**src/rtl/operand_stack.sv**
```systemverilog
// Operand stack with registered top-of-stack (TOS) and next-on-stack (NOS).
// TOS and NOS are held in registers, so the caller can read the current TOS
// in the same cycle it asserts pop. The storage array is never cleared.
// Stale entries cannot reach the outputs, because NOS is only reloaded from
// the array while at least two words remain.
//
// Operation semantics (there is no handshake; every sampled edge acts):
//   push only, not full : write data_in at sp, TOS <= data_in, NOS <= old TOS
//   push only, full     : nothing changes, overflow set
//   pop only, not empty : TOS <= old NOS, NOS <= array[sp-3] (or 0)
//   pop only, empty     : nothing changes, underflow set
//   push + pop, !empty  : TOS replaced by data_in, count and NOS unchanged
//   push + pop, empty   : treated as push only, underflow set
// The error flags are sticky. When clear_err and a new error occur together,
// the new error wins.
module operand_stack #(
   parameter int WIDTH_DATA = 32,
   parameter int DEPTH      = 32
) (
   input  logic                       clk,
   input  logic                       rst,
   input  logic                       push,
   input  logic                       pop,
   input  logic [WIDTH_DATA-1:0]      data_in,
   input  logic                       clear_err,
   output logic [WIDTH_DATA-1:0]      data_out,
   output logic [WIDTH_DATA-1:0]      next_out,
   output logic [$clog2(DEPTH):0]     count,
   output logic                       full,
   output logic                       empty,
   output logic                       overflow,
   output logic                       underflow
);

   localparam int AW = $clog2(DEPTH);
   localparam int CW = AW + 1;

   logic [WIDTH_DATA-1:0] r_mem [DEPTH];
   logic [CW-1:0]         r_count;
   logic [WIDTH_DATA-1:0] r_tos;
   logic [WIDTH_DATA-1:0] r_nos;
   logic                  r_ovf;
   logic                  r_unf;

   logic                  w_empty;
   logic                  w_full;
   logic                  w_do_push;
   logic                  w_do_pop;
   logic                  w_do_repl;
   logic                  w_ovf_evt;
   logic                  w_unf_evt;
   logic                  w_mem_we;
   logic [AW-1:0]         w_wr_idx;
   logic [AW-1:0]         w_rd3_idx;
   logic [WIDTH_DATA-1:0] w_rd3_data;

   // Decode the requested operation against the current occupancy.
   always_comb begin
      w_empty    = (r_count == '0);
      w_full     = (r_count == CW'(DEPTH));
      w_do_push  = push && (!pop || w_empty) && !w_full;
      w_do_pop   = pop && !push && !w_empty;
      w_do_repl  = push && pop && !w_empty;
      w_ovf_evt  = push && !pop && w_full;
      w_unf_evt  = pop && w_empty;
      w_mem_we   = !rst && (w_do_push || w_do_repl);
      w_wr_idx   = w_do_push ? AW'(r_count) : AW'(r_count - CW'(1));
      w_rd3_idx  = AW'(r_count - CW'(3));
      w_rd3_data = (r_count >= CW'(3)) ? r_mem[w_rd3_idx] : '0;
   end

   // Storage array write. It has no reset, because stale data is never exposed.
   always_ff @(posedge clk) begin
      if (w_mem_we) begin
         r_mem[w_wr_idx] <= data_in;
      end
   end

   // Pointer, registered TOS/NOS and sticky error flags.
   always_ff @(posedge clk) begin
      if (rst) begin
         r_count <= '0;
         r_tos   <= '0;
         r_nos   <= '0;
         r_ovf   <= 1'b0;
         r_unf   <= 1'b0;
      end else begin
         if (w_do_push) begin
            r_count <= r_count + CW'(1);
            r_tos   <= data_in;
            r_nos   <= r_tos;
         end else if (w_do_pop) begin
            r_count <= r_count - CW'(1);
            r_tos   <= r_nos;
            r_nos   <= w_rd3_data;
         end else if (w_do_repl) begin
            r_tos   <= data_in;
         end
         if (w_ovf_evt) begin
            r_ovf <= 1'b1;
         end else if (clear_err) begin
            r_ovf <= 1'b0;
         end
         if (w_unf_evt) begin
            r_unf <= 1'b1;
         end else if (clear_err) begin
            r_unf <= 1'b0;
         end
      end
   end

   assign data_out  = r_tos;
   assign next_out  = r_nos;
   assign count     = r_count;
   assign full      = w_full;
   assign empty     = w_empty;
   assign overflow  = r_ovf;
   assign underflow = r_unf;

endmodule

```
**config.mk**
```make
export PLATFORM = sky130hd
export DESIGN_NAME = operand_stack
export DESIGN_NICKNAME = d
export VERILOG_FILES = /design/src/rtl/operand_stack.sv
export SDC_FILE = /design/constraint.sdc
export NUM_CORES = 1
export LEC_CHECK = 0
export CORE_MARGIN = 8
export CORE_UTILIZATION = 25
export DETAILED_ROUTE_END_ITERATION = 10
export PLACE_DENSITY_LB_ADDON = 0.05
export SLEW_MARGIN = 20
export SYNTH_ARGS = -nofsm -noshare
export SYNTH_HDL_FRONTEND = slang
export SYNTH_SLANG_ARGS = --single-unit
```
**constraint.sdc**
```tcl
create_clock -name clk -period 6.74 [get_ports clk]
set_clock_uncertainty 0.05 [all_clocks]
set_input_delay 1.011 -clock clk [delete_from_list [all_inputs] [get_ports clk]]
set_output_delay 1.011 -clock clk [all_outputs]
set_load 0.03 [all_outputs]
```
**After elaboration in Yosys (flattened, before gate mapping)**

Memories as Yosys holds them, arrays and structs flattened.
Cells that the tools add are included.

- Word-level logic and storage cells: 47
- RAM bits: 1024
- Flip-flop bits (word level): 72
- Memories kept: 1

- Multiplexer cells: 14
- Order comparisons: 1
- Reductions and logical operators: 22
- Add/sub/neg operators: 3
- Equality and inequality tests: 1

Memories:

| name | depth | bits a word | read ports | clocked after Yosys merged registers in | wr ports | RTL line | source |
|---|---|---|---|---|---|---|---|
| r_mem | 32 | 32 | 1 | 0 | 1 | 38 | `logic [WIDTH_DATA-1:0] r_mem [DEPTH];` |

Operators with widths:

| operator | count |
|---|---|
| 32-bit two-way mux | 6 |
| 6-bit two-way mux | 2 |
| 1-bit logical AND | 10 |
| 6-bit by 1-bit adder with 6-bit output (second input constant) | 1 |
| 6-bit equality test (second input constant) | 1 |
| 6-bit by 2-bit >= comparator with 1-bit output (second input constant) | 1 |
| 6-bit logical NOT | 1 |
| 2-bit nonzero test | 3 |
| 6-bit by 1-bit subtractor with 6-bit output (second input constant) | 1 |
| 1-bit logical NOT | 5 |
| 1-bit two-way mux | 5 |
| 5-bit two-way mux | 1 |
| 5-bit by 2-bit subtractor with 5-bit output (second input constant) | 1 |
| 3-bit nonzero test | 1 |
| 1-bit logical OR | 2 |

**Logic depth before layout (Yosys ltp)**

Gate-level depths: netlist of the first run.

- Depth after elaboration: 8
- Mapped depth: 14
- Gate-level depth less buffers: 9

**Least setup slack after synthesis of the first run**

Ideal clock, no wire load.

- Kind: reg-to-reg
- From: register r_count[0], in the netlist count[0]
- To: memory r_mem[19][0], enable pin
- Path buffers: 4
- Clock period less this slack: 7.294 ns
- Data required time: 6.189 ns
- Stages on the path, launching flop included: 14
- Slack: -0.554 ns
- Data arrival time: 6.742 ns
- Cell sequence: dfxtp_1 buf_2 buf_2 buf_1 inv_1 ha_1 or4b_4 buf_6 mux2i_4 nand2_1 ha_1 nor4b_1 nand3b_1 nor4_1

- Cells in the longest elaborated chain, start to end: 8
- Elaborated cells between the ends (all ways): 14
- Classes of those cells: 1 x add/sub; 1 x eq/ne; 3 x mux; 9 x reduce/logical

Ends and longest elaborated chain:

| what | RTL line | source |
|---|---|---|
| start: declaration | 39 | `logic [CW-1:0] r_count;` |
| start signal: assignment | 89 | `r_count <= r_count + CW'(1);` |
| start signal: assignment | 93 | `r_count <= r_count - CW'(1);` |
| 6-bit logical NOT | 59 | `w_empty = (r_count == '0);` |
| 1-bit logical OR | 61 | `w_do_push = push && (!pop \|\| w_empty) && !w_full;` |
| 1-bit logical AND (2 in series) | 61 |  |
| 1-bit logical OR | 66 | `w_mem_we = !rst && (w_do_push \|\| w_do_repl);` |
| 1-bit logical AND | 66 |  |
| 1-bit two-way mux | 74 | `if (w_mem_we) begin` |
| 1-bit two-way mux (implied by the code) | 75 | `r_mem[w_wr_idx] <= data_in;` |
| end: declaration | 38 |  |

Several ways; a longest one is shown, not always the timed one.

**Final worst setup path of the first run**

- From: register r_count[0], in the netlist count[0]
- To: memory r_mem[3][30], enable pin

The elaborated chain is that of the path after synthesis.

==> results of run 1 <==
-- sequential cells by signal (all words and copies together) (netlist names) --
register,flops
overflow,1
r_mem,1024
underflow,1
count,6
data_out,32
next_out,32
-- layer usage --
layer,up-vias,track usage [%],share of wire (%)
li1,9229,-,-
met1,11820,19.86,45
met2,499,24.53,49
met4,0,3.653,2.0
met5,-,0,0
met3,146,2.684,4.2
-- logic make-up (layout without fill, tap and decap cells) --
kind of cell	Yosys count	in the layout	synth area share [%]
xor gates and xnor gates	10	10	0.2411
adders and majority gates	5	5	0.1470
muxes	323	323	15.32
buffers and inverters	141	446	1.464
AOI/OAI and AO/OA	162	162	2.993
and+or+nand+nor	392	392	4.187
DFF	1096	1096	75.65
other	0	7	0
-- layout by cell type, fill, tap and decap left out, types with 32 or more instances in the layout --
cell	count
a311oi_1	32
buf_4	88
clkbuf_1	34
clkbuf_16	139
clkdlybuf4s50_1	94
dfxtp_1	71
edfxtp_1	1024
mux2i_1	32
mux4_2	258
nand2_1	195
nand3_1	98
nor2_1	42
-- through the flow --
stage | total power [µW] | TNS [ps]
after floorplan | 13580 | -198000
after global placement | 17220 | 0
after detailed placement | 17220 | 0
after CTS | 24260 | 0
after global routing | 24860 | 0
final | 23720 | 0
-- worst min-delay path, cell delays in order, from the launching register on --
cell      delay, ps
dfxtp_1         330
nand2_1          60
a311oi_1         70
-- cell type report --
| type | count | share of cell area (%) |
|---|---|---|
| Sequential cell | 1096 | 62.87 |
| Timing Repair Buffer | 203 | 3.538 |
| Multi-Input combinational cell | 892 | 19.89 |
| Clock buffer | 183 | 7.311 |
| Clock inverter | 54 | 0.8943 |
| Tap cell | 2218 | 5.420 |
| Antenna cell | 7 | 0.03421 |
| Inverter | 6 | 0.04398 |
-- worst paths after layout --
check	to	cells past startpoint	start
hold reg to reg	data_out[6]	2	next_out[6]
hold / removal	data_out[6]	2	next_out[6]
setup reg to reg	r_mem[3][30]	10	count[0]
setup / recovery	r_mem[3][30]	10	count[0]
-- power by group --
group	internal [µW]	switching, µW	total (µW)
combinational	3240	5190	8430
clock	4170	2760	6930
sequential	7980	384	8360
total	15400	8340	23700
==> metrics.cfg, run 1 <==
[synth]
avgSynthCellArea_um2 = 19.99
yosysTopAreaCellShare_pct = 72.26
synth_cell_type_count = 59
synthArstFlopShare_pct = 0
seq_area_frac_synth_pct = 75.65
synth_enable_flop_cells = 1024
synth_area_mm2 = 0.04255
yosysMostFrequentCell = edfxtp_1
ys_ff_latch = 1096
syn_inst = 2129
synth_commonest_cells = 1024 x edfxtp_1, 258 x mux4_2, 195 x nand2_1, 98 x nand3_1, 74 x clkbuf_1
synthFlopType = edfxtp_1
ys.warnings.count = 0
synth_area_leaders = edfxtp_1 72%, mux4_2 14%, dfxtp_1 3.4%
synth_nets = 2171
synth_top_cell_by_area = edfxtp_1

[timing]
period_share_pct = 79.76
post-route-min-period_ps = 5376
max_slew.worst_pin.slew_ps = 1078
fin_ws_ps = 1364
setup_viol = 0
rsz0062_at_grt = no
hold_viol_final = 0
slew_headroom_pct = 28.15
hold_ws_ps = 454.2
max_freq_mhz = 186.0
maxSlewViolCount = 0

[detailed_routing]
post_drt_wl_per_cell_um = 29.54
drc = 0
wl_um = 137600
drtIter0Drc = 1731
routed-via-count = 21690
first_pass_iters = 5
viasPerCell = 4.656
ant_nets = 0

[layout]
drive_gt1_share_pct = 26.21
syn2layout_area_growth_pct = 20.34
stdcell_area_mm2 = 0.05121
fin_util_pct = 30.25
fin_nets = 2373
multi_input_area_mm2 = 0.01018
final_cells = 4659
n_fill_cell = 16490
regArea_mm2 = 0.03219

[floorplanning]
fp-row-count = 151
io_pins = 111
core_area_mm2 = 0.1693
die-height_um = 428.6
die-area_mm2 = 0.1837
fp.dieW_um = 428.6
start_util_pct = 25.14

[setup_path]
r2r_slack_ps = 1360
crit_slowest_cell = dfxtp_4
worstPathArrival_ps = 5680
crit_path_end_kind = flip-flop
crit_type = flip-flop to flip-flop
crit_buf_inv = 2
cp.required_ps = 7040
worstPathCellList = inv_1, ha_4, or4b_4, mux2i_4, nand2_1, ha_1, nor4b_1, nand3b_1, nor4_2, buf_4
start_kind = flip-flop
crit_family = simple AND/OR/NAND/NOR gates
path_max_fanout = 39
slowest_delay_ps = 930

[clocking]
cts_tree = yes
htreeDepth = 4
postCtsResizedCells = 0
numCtsBuffers = 132
clk_pin_slew_worst_paths_ps = 60
ctsLongestPathBuffers = 3
post_cts_buffers = 0
postCtsHoldBufs = 0
root_buffer = clkbuf_16
worstSkewPairLatency_ps = 740
clock_sinks = 1096

[placed_design]
place_worst_setup_slack_ps = 1167
place_hpwl_um = 78570
dpl.cell_count = 4413
portBuffers = 110
place.gp.congestion = 0.7209
placed_area_mm2 = 0.04693

[grt]
antenna_found_initial = 12
grt_pass1_vias = 23370
grt.overflow.total = 0
grt_max_degree = 96
grt.total_usage_pct = 14.70
grt_pass1_wl_um = 190700

[power_and_ir_drop]
p_per_area_mw_per_mm2 = 463.2
peakVddDrop_uv = 406.9
leakage_uw = 0.01577

[outcome]
outcome = finished clean

[job]
drv_cap = 0

[worst_hold_path]
hold_path.class = flip-flop to flip-flop

Power figures use the tool's default switching activity.
==> run 2, diff against run 1 <==
==> constraint.sdc (replaced) <==
create_clock -name clk -period 4.77 [get_ports clk]
set_clock_uncertainty 0.05 [all_clocks]
set_input_delay 0.7155 -clock clk [delete_from_list [all_inputs] [get_ports clk]]
set_output_delay 0.7155 -clock clk [all_outputs]
set_load 0.03 [all_outputs]
==> run 2 against run 1 <==
Compared with the run above: register-to-register slack worse by 560 ps; critical path depth down 2; worst hold slack got worse by 140 ps; critical endpoint is now r_mem[17][5]; largest power group unchanged.
==> metrics.cfg, run 2 (same netlist as run 1, synthesis figures left out) <==
[outcome]
outcome = finished clean

[timing]
maxSlewViolCount = 0
period_share_pct = 83.11
hold_viol_final = 0
setup_tns_ps = 0
max_slew.worst_pin.slew_ps = 1099
slew_headroom_pct = 26.76
post-route-min-period_ps = 3965
max_freq_mhz = 252.2
setup_viol = 0
rsz0062_at_grt = no
fin_ws_ps = 805.5

[worst_hold_path]
hold_path.class = input pin to flip-flop

[setup_path]
crit_path_end_kind = flip-flop
crit_family = simple AND/OR/NAND/NOR gates
crit_slowest_cell = a2111oi_4
worstPathArrival_ps = 4290
slowest_delay_ps = 680
worstPathCellList = inv_1, ha_4, or4b_4, mux2i_4, a2111oi_4, xor2_4, nor4_4, buf_4
crit_buf_inv = 2
start_kind = flip-flop
cp.required_ps = 5090
crit_type = flip-flop to flip-flop
path_max_fanout = 32

[clocking]
postCtsHoldBufs = 0
clock_sinks = 1096
ctsLongestPathBuffers = 3
clk_pin_slew_worst_paths_ps = 60
post_cts_buffers = 0
htreeDepth = 4
postCtsResizedCells = 0
worstSkewPairLatency_ps = 760
numCtsBuffers = 133
cts_tree = yes
root_buffer = clkbuf_16

[power_and_ir_drop]
p_sw_uw = 12910
peakVddDrop_uv = 625.3
leakage_uw = 0.01582
intPower_uw = 21390
clkPwrFrac_pct = 27.5
switching_share_pct = 37.64
combPwrFrac_pct = 38.2
p_per_area_mw_per_mm2 = 666.4
p_total_uw = 34290
power_frac_seq_pct = 34.3

[detailed_routing]
routed-via-count = 22000
drc = 0
first_pass_iters = 5
viasPerCell = 4.716
route.met3.wl_um = 6752
dr.max_layer_used = met4
drtIter0Drc = 1573
wl_met2_um = 71720
post_drt_wl_per_cell_um = 31.50
wl_um = 146900
met1_length_um = 63620
ant_nets = 0

[placed_design]
placed_area_mm2 = 0.04739
place.gp.congestion = 0.7799
place_hpwl_um = 89360
dpl.cell_count = 4421
portBuffers = 110
place_worst_setup_slack_ps = 672.2

[layout]
stdcell_area_mm2 = 0.05146
fin_nets = 2381
final_cells = 4664
top_register = r_mem
final_cell_mix = 1024 x edfxtp_1, 258 x mux4_2, 194 x nand2_1
largest_register_ffs = 1024
layout.cells.most_common = edfxtp_1
drive_gt1_share_pct = 27.17
syn2layout_area_growth_pct = 20.93

[grt]
grt_pass1_wl_um = 200700
grt.total_usage_pct = 15.65
grt.overflow.total = 0
antenna_found_initial = 16
grt_pass1_vias = 22980
grt_max_degree = 90

[floorplanning]
core_area_mm2 = 0.1693
fp-row-count = 151
io_pins = 111
die-height_um = 428.6
die-area_mm2 = 0.1837
start_util_pct = 25.14
fp.dieW_um = 428.6

[job]
drv_cap = 0

[run 2: layer usage]
metal  GRT usage, %  up-vias
li1               -     9246
met4          5.272        0
met2          25.97      555
met3          2.865      183
met1          20.67    12010
met5              0        -
[run 2: cell type report]
cell class,count,area [µm²]
tap,2218,2775
clock buffer,171,3541
timing repair buffer,210,2044
fill,16440,117800
inverter,6,30.03
sequential,1096,32190
clock inverter,65,480.5
antenna,6,15.01
multi-input combinational,892,10380
[run 2: power groups by stage]
stage / registers [µW] / clock network, µW / logic (µW)
2_1_floorplan: 12200 / 0 / 7500
5_1_grt: 11800 / 10100 / 14000
6_report: 11800 / 9420 / 13100
3_3_place_gp: 12000 / 0 / 13700
3_5_place_dp: 12000 / 0 / 13600
4_1_cts: 11800 / 9760 / 13700
[run 2: final timing paths]
kind | start | cells past startpoint | slack (ps) | endpoint
worst max-delay path | count[1] | 8 | 810 | r_mem[17][5]
worst min-delay path | rst | 2 | 320 | count[4]
worst max register to register | count[1] | 8 | 810 | r_mem[17][5]
worst min register to register | next_out[31] | 2 | 470 | data_out[31]
[run 2: stage by stage]
step	hold slack [ps]	util, %
CTS	251.8	30.37
finish	316.3	30.40
global route	283.0	30.39
detailed placement	479.8	28.00
floorplan	561.7	-
global placement	474.0	28.00
==> run 3, diff against run 2 <==
==> constraint.sdc (replaced) <==
create_clock -name clk -period 3.2 [get_ports clk]
set_clock_uncertainty 0.05 [all_clocks]
set_input_delay 0.48 -clock clk [delete_from_list [all_inputs] [get_ports clk]]
set_output_delay 0.48 -clock clk [all_outputs]
set_load 0.03 [all_outputs]
==> run 3 against run 2 <==
Compared with the run above: the run now ends with negative setup slack left; global-route usage grew 0.85 points; core utilization grew 2.9 points; cell count grew 5.6%; cell area grew 9.4%; critical path depth grew 5; via count grew 4.7%; count of clock-buffer cells in the layout grew 1; first-iteration DRC count grew 19%.
==> metrics.cfg, run 3 (same netlist as run 1, synthesis figures left out) <==
[setup_path]
start_kind = flip-flop
startpoint = count[1]
crit_family = buffers and inverters
worstPathCellList = inv_2, ha_4, or4b_4, mux2i_4, buf_4, a2111oi_4, buf_6, xor2_4, buf_12, buf_4, nor4_4, buf_12, clkbuf_16
endpoint = r_mem[23][1]
crit_path_end_kind = flip-flop
cp.required_ps = 3610
r2r-start = count[1]
crit_buf_inv = 7
reg2reg_to = r_mem[23][1]
critical_path_cell_count = 13
path_max_fanout = 8
crit_slowest_cell = or4b_4
crit_type = flip-flop to flip-flop
r2r_cells = 13
worstPathArrival_ps = 3770
slowest_delay_ps = 500
r2r_slack_ps = -170

[grt]
grt_busiest_layer = met2
grt_max_degree = 65
grt_pass1_vias = 24440
grt_use_met1_pct = 21.78
grt.overflow.total = 0
grt.total_usage_pct = 16.50
grt_pass1_wl_um = 212100
met2_usage_pct = 29.04
grt_use_met3_pct = 2.559
antenna_found_initial = 5

[clocking]
cts_tree = yes
worstSkewPairLatency_ps = 740
clk_pin_slew_worst_paths_ps = 60
ctsLongestPathBuffers = 3
clock_sinks = 1096
root_buffer = clkbuf_16
numCtsBuffers = 134
htreeDepth = 4

[floorplanning]
fp.dieW_um = 428.6
die-height_um = 428.6
core_area_mm2 = 0.1693
start_util_pct = 25.14
fp-row-count = 151
io_pins = 111
die-area_mm2 = 0.1837

[timing]
maxSlewViolCount = 0
hold_viol_final = 0
setup_tns_ps = -68070
rsz0062_at_grt = yes
post-route-min-period_ps = 3366
max_freq_mhz = 297.1
setup_viol = 939
fin_ws_ps = -165.7
period_share_pct = 105.2
max_slew.worst_pin.slew_ps = 980.0
slew_headroom_pct = 34.46

[layout]
final_cell_mix = 1024 x edfxtp_1, 258 x mux4_2, 194 x nand2_1
stdcell_area_mm2 = 0.05630
n_fill_cell = 16050
largest_register_ffs = 1024
top_register = r_mem
drive_gt1_share_pct = 33.65
fin_util_pct = 33.26
layout.cells.most_common = edfxtp_1
syn2layout_area_growth_pct = 32.31
fin_nets = 2649

[detailed_routing]
drtIter0Drc = 1879
drc = 0
post_drt_wl_per_cell_um = 32.30
first_pass_iters = 5
ant_nets = 0
wl_um = 159100
routed-via-count = 23020
viasPerCell = 4.673

[power_and_ir_drop]
p_total_uw = 53520
p_per_area_mw_per_mm2 = 950.5
leakage_uw = 0.01798
peakVddDrop_uv = 670.0

[placed_design]
portBuffers = 110
place_worst_setup_slack_ps = -237.1
placed_area_mm2 = 0.04966
place_hpwl_um = 92680
place.gp.congestion = 0.7232

[worst_hold_path]
hold_path.class = input pin to flip-flop

[job]
drv_cap = 0

[outcome]
violations = negative setup slack
outcome = finished with violations

[run 3: worst min path at each step]
stage,from,to,slack [ps],cells past startpoint
CTS,rst,underflow,230,3
detailed placement,next_out[24],data_out[24],440,2
global route,rst,underflow,270,3
floorplan,data_in[0],r_mem[0][0],530,0
finish,rst,underflow,290,3
global placement,next_out[25],data_out[25],430,2
[run 3: power by group]
group	switching, µW	internal (µW)	total [µW]	leakage (µW)
clock network	5960	8680	14600	0.00206
registers	623	16800	17400	0.00981
logic	12200	9260	21500	0.00611
[run 3: stage by stage]
stage	hold slack, ps	cells
after floorplan	528.9	2129
after global placement	430.8	4564
after detailed placement	440.7	4564
after CTS	228.7	4895
after global routing	272.0	4925
final	293.0	4927
[run 3: worst min-delay path, cell delays in order]
cell	delay (ps)
buf_4	140
buf_4	280
nor2_1	140
[run 3: repair_timing]
action                     4_1_cts  5_1_grt
hold buffers                     0        0
setup buffers                   62       15
pin swaps                       19        8
setup endpoints to repair     1028     1026
gates resized for setup         85       37
gates cloned                    33       24
[run 3: metal layers]
layer  wire [µm]  vias up
met3        5183      155
met5           0        -
met4        2466        0
met1       70210    12610
met2       81280      448
li1            -     9812
[run 3: cell type report]
class,count,area (µm²),share of cell area (%)
clock buffers,172,3685,6.545
repair buffers,477,6660,11.83
well taps,2218,2775,4.929
clock inverters,64,544.3,0.9667
inverters,6,30.03,0.05334
flip-flops and latches,1096,32200,57.18
multi-input cells,892,10410,18.48
diodes,2,5.005,0.008889
